## src/rtl/seq_gen.sv

```systemverilog
// Serial pattern transmitter: on an accepted start, sends PATTERN (MSB first)
// N times with G idle cycles between repetitions, then pulses done.
module seq_gen #(
  parameter int               PAT_W   = 5,
  parameter logic [PAT_W-1:0] PATTERN = 5'b10110,
  parameter int               CNT_W   = 4
) (
  input  logic             fclk,
  input  logic             rst_n,
  input  logic             start,
  input  logic             stop,
  input  logic [CNT_W-1:0] repeat_cnt,
  input  logic [3:0]       gap_cnt,
  output logic             val,
  output logic             valid,
  output logic             busy,
  output logic             done,
  output logic [7:0]       status_view
);

  localparam int               IDX_W   = $clog2(PAT_W);
  localparam logic [IDX_W-1:0] IDX_TOP = IDX_W'(PAT_W - 1);

  typedef enum logic [1:0] {
    IDLE = 2'd0,
    SEND = 2'd1,
    GAP  = 2'd2,
    DONE = 2'd3
  } state_t;

  state_t           r_state;
  state_t           r_status;
  logic [IDX_W-1:0] r_idx;
  logic [CNT_W-1:0] r_rep;
  logic [3:0]       r_gap;
  logic [3:0]       r_gap_len;
  logic             r_val;
  logic             r_valid;
  logic             r_busy;
  logic             r_done;

  // Outputs are registered from the current state, so they trail r_state by
  // one cycle; stop clears them at the same edge it forces IDLE.
  always_ff @(posedge fclk or negedge rst_n) begin
    if (!rst_n) begin
      r_state   <= IDLE;
      r_status  <= IDLE;
      r_idx     <= '0;
      r_rep     <= '0;
      r_gap     <= '0;
      r_gap_len <= '0;
      r_val     <= 1'b0;
      r_valid   <= 1'b0;
      r_busy    <= 1'b0;
      r_done    <= 1'b0;
    end else begin
      r_val    <= 1'b0;
      r_valid  <= 1'b0;
      r_busy   <= 1'b0;
      r_done   <= 1'b0;
      r_status <= IDLE;
      if (stop) begin
        r_state <= IDLE;
      end else begin
        r_status <= r_state;
        case (r_state)
          IDLE: begin
            if (start) begin
              r_rep     <= repeat_cnt;
              r_gap_len <= gap_cnt;
              r_idx     <= IDX_TOP;
              r_state   <= (repeat_cnt == '0) ? DONE : SEND;
            end
          end
          SEND: begin
            r_val   <= PATTERN[r_idx];
            r_valid <= 1'b1;
            r_busy  <= 1'b1;
            if (r_idx == '0) begin
              if (r_rep > CNT_W'(1)) begin
                r_rep <= r_rep - CNT_W'(1);
                r_idx <= IDX_TOP;
                if (r_gap_len != '0) begin
                  r_gap   <= r_gap_len;
                  r_state <= GAP;
                end
              end else begin
                r_state <= DONE;
              end
            end else begin
              r_idx <= r_idx - IDX_W'(1);
            end
          end
          GAP: begin
            r_busy <= 1'b1;
            if (r_gap <= 4'd1) r_state <= SEND;
            else               r_gap   <= r_gap - 4'd1;
          end
          DONE: begin
            r_done  <= 1'b1;
            r_state <= IDLE;
          end
          default: r_state <= IDLE;
        endcase
      end
    end
  end

  assign val         = r_val;
  assign valid       = r_valid;
  assign busy        = r_busy;
  assign done        = r_done;
  assign status_view = {6'd0, r_status};

endmodule
```

## config.mk

```make
export PLATFORM = sky130hd
export DESIGN_NAME = seq_gen
export DESIGN_NICKNAME = d
export VERILOG_FILES = /design/src/rtl/seq_gen.sv
export SDC_FILE = /design/constraint.sdc
export NUM_CORES = 1
export LEC_CHECK = 0
export CAP_MARGIN = 25
export CORE_MARGIN = 10
export CORE_UTILIZATION = 53
export DETAILED_ROUTE_END_ITERATION = 7
export GPL_TIMING_DRIVEN = 0
export PLACE_DENSITY = 0.82
export RECOVER_POWER = 100
export SETUP_SLACK_MARGIN = 0.1
export SYNTH_ARGS = -nofsm -noshare
export SYNTH_HDL_FRONTEND = slang
export SYNTH_SLANG_ARGS = --single-unit
```

## constraint.sdc

```tcl
create_clock -name fclk -period 4.42 [get_ports fclk]
set_clock_uncertainty 0.2 [all_clocks]
set_input_delay 1.105 -clock fclk [delete_from_list [all_inputs] [get_ports fclk]]
set_output_delay 1.105 -clock fclk [all_outputs]
set_load 0.01 [all_outputs]
```

==> results of run 1 <==
[kinds of logic (layout without fill, tap and decap cells)]
family	Yosys count	in the layout	share of synthesized area, %
compound gates	32	32	17.2
fa+ha+maj	11	11	9.93
buf+inv	22	43	7.76
flops	23	23	41.5
mux	7	7	5.42
other cells	1	6	0.270
simple gates	43	43	17.9
[worst max path at each step]
stage               slack (ns)  startpoint  cells after the start        to
finish                    1.35       start                      6  r_rep[0]
global route              1.24       start                      6  r_rep[0]
CTS                       1.42       start                      6  r_rep[0]
detailed placement        1.09       start                      6  r_rep[0]
global placement          1.25       start                      6  r_rep[0]
floorplan                 1.91        stop                      5  r_rep[0]
[sequential cells by signal (all words and copies together), names as in the netlist]
register   flops
r_gap          4
r_gap_len      4
r_rep          4
r_idx          3
r_state        2
r_status       2
busy           1
done           1
val            1
valid          1
[placed cells by master, fill, tap and decap left out, drive strengths merged, types with 4 or more instances in the layout]
master / n
buf: 6
dfrtp: 23
conb: 6
nor2: 12
mux2: 4
dlygate4sd3: 9
a21oi: 6
nor2b: 4
ha: 11
clkbuf: 8
clkdlybuf4s50: 7
o21ai: 7
inv: 12
nand2: 7
[power by group]
group          switching, mW  internal (mW)
sequential            0.0745          0.298
combinational          0.258          0.217
clock                 0.0655         0.0338
total                  0.398          0.549
[critical path: cells and delay by family]
kind / cells / cell delay, ns
AND/OR/NAND/NOR: 3 / 1.08
buffers and inverters: 1 / 0.54
AO/OA/AOI/OAI: 2 / 0.35
[through the flow]
step           std cells  power, mW  instance area, um^2  hold slack [ns]  util [%]
2_1_floorplan        144      0.737                 1410            0.288         -
6_report             195      0.947                 1620            0.347      65.4
5_1_grt              195       1.05                 1620            0.386      65.4
4_1_cts              194      0.972                 1630            0.353      65.8
3_5_place_dp         190      0.870                 1600            0.327      64.7
3_3_place_gp         190      0.843                 1600            0.320      64.7
[per-layer routing]
metal	vias to the layer above	routed length [um]	global-route usage, %	part of all wire (%)
li1	524	-	-	-
met1	501	1090	11.9	40
met2	31	1480	21.5	54
met3	4	137	2.79	5.0
met4	0	35	3.87	1.3
met5	-	0	0	0
[layout make-up]
type                            count  area (um^2)  area share, %
Tap cell                           30         37.5           2.32
Clock buffer                        3         22.5           1.39
Inverter                           12         45.0           2.78
Timing Repair Buffer               17          164           10.1
Sequential cell                    23          576           35.5
Multi-Input combinational cell     99          709           43.8
Clock inverter                      1         5.00          0.309
Buffer                             10         60.1           3.71
==> impl_metrics.env, run 1 <==
export IMPL_holdCritStartpoint="r_gap[0]"
export IMPL_cts_root_buffer="clkbuf_4"
export IMPL_crit_slowest_cell="nor3b_1"
export IMPL_clkLatencyLatePin_ns=0.31
export IMPL_pin_count=24
export IMPL_hold_depth=1
export IMPL_synth_edf_count=0
export IMPL_grt_total_usage_pct=11.4
export IMPL_cts_hold_buf=0
export IMPL_rr_endpoint="r_rep[0]"
export IMPL_initial_core_util_pct=56.0
export IMPL_grt_pass1_wl_um=4880
export IMPL_die_w_um=71.1
export IMPL_clockBufferDepth=2
export IMPL_end_kind="flop"
export IMPL_dp_hpwl_um=2120
export IMPL_synth_area_leaders="dfrtp_1 42%, ha_1 9.9%, buf_4 3.2%"
export IMPL_crit_fanout=8
export IMPL_cp_arrival_ns=3.08
export IMPL_gp_congestion=0.803
export IMPL_crit_chain="dlygate4sd3_1 > nand2b_1 > nor3b_1 > nand3_1 > o21ai_0 > o31ai_1"
export IMPL_slew_headroom_pct=34.0
export IMPL_wl_per_cell_um=14.0
export IMPL_drt_iter0_markers=61
export IMPL_cts_buffers=3
export IMPL_cellPowerDensity_nw_per_um2=585
export IMPL_syn_area_um2=1390
export IMPL_gr_total_overflow=0
export IMPL_nets=189
export IMPL_cts_resized=0
export IMPL_setup_tns_ns=0
export IMPL_syn_to_final_growth_pct=16.8
export IMPL_hold_end="r_gap[0]"
export IMPL_total_leakage_power_nw=0.753
export IMPL_worstSetupStartpointType="input port"
export IMPL_peakVddDrop_v=0.000321
export IMPL_async_flop_share_pct=100
export IMPL_drcViolationCount=0
export IMPL_fin_crit_sh_pct=69.4
export IMPL_detail_route_antenna_nets=0
export IMPL_design_core_area_um2=2480
export IMPL_rsz0062_at_grt="false"
export IMPL_setup_viol=0
export IMPL_synth_avg_cell_area_um2=9.97
export IMPL_drive_gt1_share_pct=10.3
export IMPL_wl_um=2740
export IMPL_rows=18
export IMPL_period_needed_ns=3.07
export IMPL_path_class="input port to flop"
export IMPL_clkTransAtPathRegs_ns=0.13
export IMPL_synth_seq_cells=23
export IMPL_hold_violations=0
export IMPL_n_fill_cell=206
export IMPL_max_freq_ghz=0.326
export IMPL_yosys_top_cells_count="23 x dfrtp_1, 12 x inv_1, 12 x nor2_1"
export IMPL_fin_ws_ns=1.35
export IMPL_cts_sinks=23
export IMPL_cp_required_ns=4.43
export IMPL_status="finished, final reports clean"
export IMPL_grt_antenna_before_repair=0
export IMPL_die_h_um=71.1
export IMPL_portBuffers=16
export IMPL_yosys_area_top_type="dfrtp_1"
export IMPL_viasPerCell=5.44
export IMPL_firstDrtPassIters=4
export IMPL_syn_instance_count=139
export IMPL_synthFlopType="dfrtp_1"
export IMPL_yosysMostFrequentCell="dfrtp_1"
export IMPL_die_area_um2=5060
export IMPL_timing_rr_start="r_state[1]"
export IMPL_yosys_cell_types_count=38
export IMPL_synth_top_area_share_pct=41.5
export IMPL_cpPeakStageDelay_ns=0.56
export IMPL_grt_max_degree=24
export IMPL_cts_tree="built"
export IMPL_rr_worst_depth=7
export IMPL_slew_violations=0
export IMPL_tightest_slew_ns=0.990
export IMPL_grt_pass1_vias=1092
export IMPL_pre_cts_ws_ns=1.09
export IMPL_cts_setup_buffers=0
export IMPL_htree_levels=1
export IMPL_vias=1060
export IMPL_maxCapViolations=0
export IMPL_hp_class="flop to flop"
export IMPL_diodes=0
export IMPL_yosysWarnings=0
export IMPL_r2r_slack_ns=1.90
export IMPL_yosysSeqAreaShare_pct=41.5
Note: power is estimated with default switching activity, not from simulation.
==> run 2: changes to the inputs <==
CORE_UTILIZATION = 52   (was 53)
PLACE_DENSITY = 0.81   (was 0.82)
clock period = 2.9 ns   (was 4.42 ns; I/O delays follow)
==> run 2 against run 1 <==
Against the previous run:
- non-clock buffer count unchanged
- final area decreased by 0.31%
- utilization fell by 0.79 points
- critical endpoint unchanged
- highest routed layer unchanged
==> impl_metrics.env, run 2 (synthesis gave the netlist of run 1 again) <==
export IMPL_hold_depth=1
export IMPL_pin_count=24
export IMPL_detail_route_antenna_nets=0
export IMPL_fin_crit_sh_pct=91.5
export IMPL_cts_sinks=23
export IMPL_wl_um=2860
export IMPL_die_w_um=71.6
export IMPL_status="finished, final reports clean"
export IMPL_design_core_area_um2=2500
export IMPL_final_area_um2=1610
export IMPL_final_util_pct=64.6
export IMPL_final_cell_mix="23 x dfrtp_1, 12 x inv_1, 12 x nor2_1"
export IMPL_cts_resized=0
export IMPL_final_common_cell="dfrtp_1"
export IMPL_gp_congestion=0.822
export IMPL_end_kind="flop"
export IMPL_clkLatencyLatePin_ns=0.31
export IMPL_total_leakage_power_nw=0.751
export IMPL_cp_required_ns=2.91
export IMPL_cts_setup_buffers=0
export IMPL_setup_tns_ns=0
export IMPL_rr_worst_depth=8
export IMPL_htree_levels=1
export IMPL_max_freq_ghz=0.377
export IMPL_n_fill_cell=221
export IMPL_peakVddDrop_v=0.000519
export IMPL_firstDrtPassIters=4
export IMPL_wl_per_cell_um=14.6
export IMPL_gr_total_overflow=0
export IMPL_portBuffers=16
export IMPL_rr_endpoint="r_gap[3]"
export IMPL_worstSetupStartpointType="input port"
export IMPL_cellPowerDensity_nw_per_um2=906
export IMPL_initial_core_util_pct=55.5
export IMPL_drt_iter0_markers=52
export IMPL_cp_arrival_ns=2.66
export IMPL_grt_pass1_wl_um=5080
export IMPL_syn_to_final_growth_pct=16.4
export IMPL_grt_max_degree=24
export IMPL_grt_pass1_vias=1161
export IMPL_crit_fanout=8
export IMPL_die_h_um=71.6
export IMPL_rows=18
export IMPL_r2r_slack_ns=0.35
export IMPL_slew_violations=0
export IMPL_diodes=0
export IMPL_nets=189
export IMPL_holdCritStartpoint="r_rep[0]"
export IMPL_period_needed_ns=2.65
export IMPL_hp_class="flop to flop"
export IMPL_viasPerCell=5.38
export IMPL_cts_tree="built"
export IMPL_dp_hpwl_um=2250
export IMPL_clkTransAtPathRegs_ns=0.13
export IMPL_hold_violations=0
export IMPL_multi_input_area_um2=701
export IMPL_grt_total_usage_pct=11.7
export IMPL_slew_headroom_pct=41.0
export IMPL_drive_gt1_share_pct=10.9
export IMPL_timing_rr_start="r_state[1]"
export IMPL_rsz0062_at_grt="false"
export IMPL_die_area_um2=5130
export IMPL_drcViolationCount=0
export IMPL_cts_buffers=3
export IMPL_cts_hold_buf=0
export IMPL_tightest_slew_ns=0.885
export IMPL_cts_root_buffer="clkbuf_4"
export IMPL_maxCapViolations=0
export IMPL_vias=1049
export IMPL_setup_viol=0
export IMPL_grt_antenna_before_repair=0
export IMPL_biggestRegsByFlops="r_gap: 4 flops, r_gap_len: 4 flops, r_rep: 4 flops"
export IMPL_register_area_um2=576
export IMPL_dpl_cell_area_um2=1600
export IMPL_clockBufferDepth=2
export IMPL_path_class="input port to flop"
export IMPL_hold_end="r_rep[0]"
run 2: cell types whose count changed in the layout (fill, tap and decap cells not counted), sizes merged:
cell,change
clkinv,-1
dlygate4sd3,-1
clkinvlp,+1
clkdlybuf4s50,+1
run 2: how the worst max path moves through the flow:
| stage | startpoint | endpoint | slack [ns] | cells after the start |
|---|---|---|---|---|
| 4_1_cts | start | r_rep[0] | 0.37 | 6 |
| 2_1_floorplan | stop | r_rep[0] | 0.77 | 5 |
| 5_1_grt | start | r_rep[0] | 0.09 | 6 |
| 3_5_place_dp | start | r_rep[0] | 0.03 | 6 |
| 3_3_place_gp | start | r_rep[0] | 0.11 | 6 |
| 6_report | start | r_rep[0] | 0.25 | 6 |
run 2: area by class of cell:
| type | instances | share of cell area, % |
|---|---|---|
| Multi-Input combinational cell | 99 | 43.4 |
| Sequential cell | 23 | 35.7 |
| Timing Repair Buffer | 17 | 10.2 |
| Buffer | 10 | 3.80 |
| Inverter | 12 | 2.79 |
| Tap cell | 30 | 2.33 |
| Clock buffer | 3 | 1.40 |
| Clock inverter | 1 | 0.465 |
run 2: power by group:
part,switching (mW),internal (mW),leakage (nW)
clock,0.102,0.0526,0.0139
combinational,0.405,0.330,0.453
sequential,0.118,0.454,0.284
run 2: per-layer routing:
layer | global-route usage, % | vias up | wire length, um
li1 | - | 524 | -
met1 | 12.4 | 507 | 1150
met2 | 22.0 | 14 | 1550
met3 | 2.62 | 4 | 124
met4 | 4.09 | 0 | 28
met5 | 0 | - | 0
run 2: critical path: stages:
cell           delay, ns
dlygate4sd3_1       0.57
nand2b_1            0.13
nor3b_1             0.52
nand3_1             0.37
o21ai_0             0.25
o31ai_1             0.09
run 2: metrics by stage:
step	hold slack, ns	instances	power [mW]	worst slack, ns
after floorplan	0.229	144	1.12	0.766
after global placement	0.319	190	1.29	0.113
after detailed placement	0.331	190	1.34	0.0322
after CTS	0.357	194	1.50	0.370
after global routing	0.385	195	1.61	0.0922
final	0.352	195	1.46	0.245
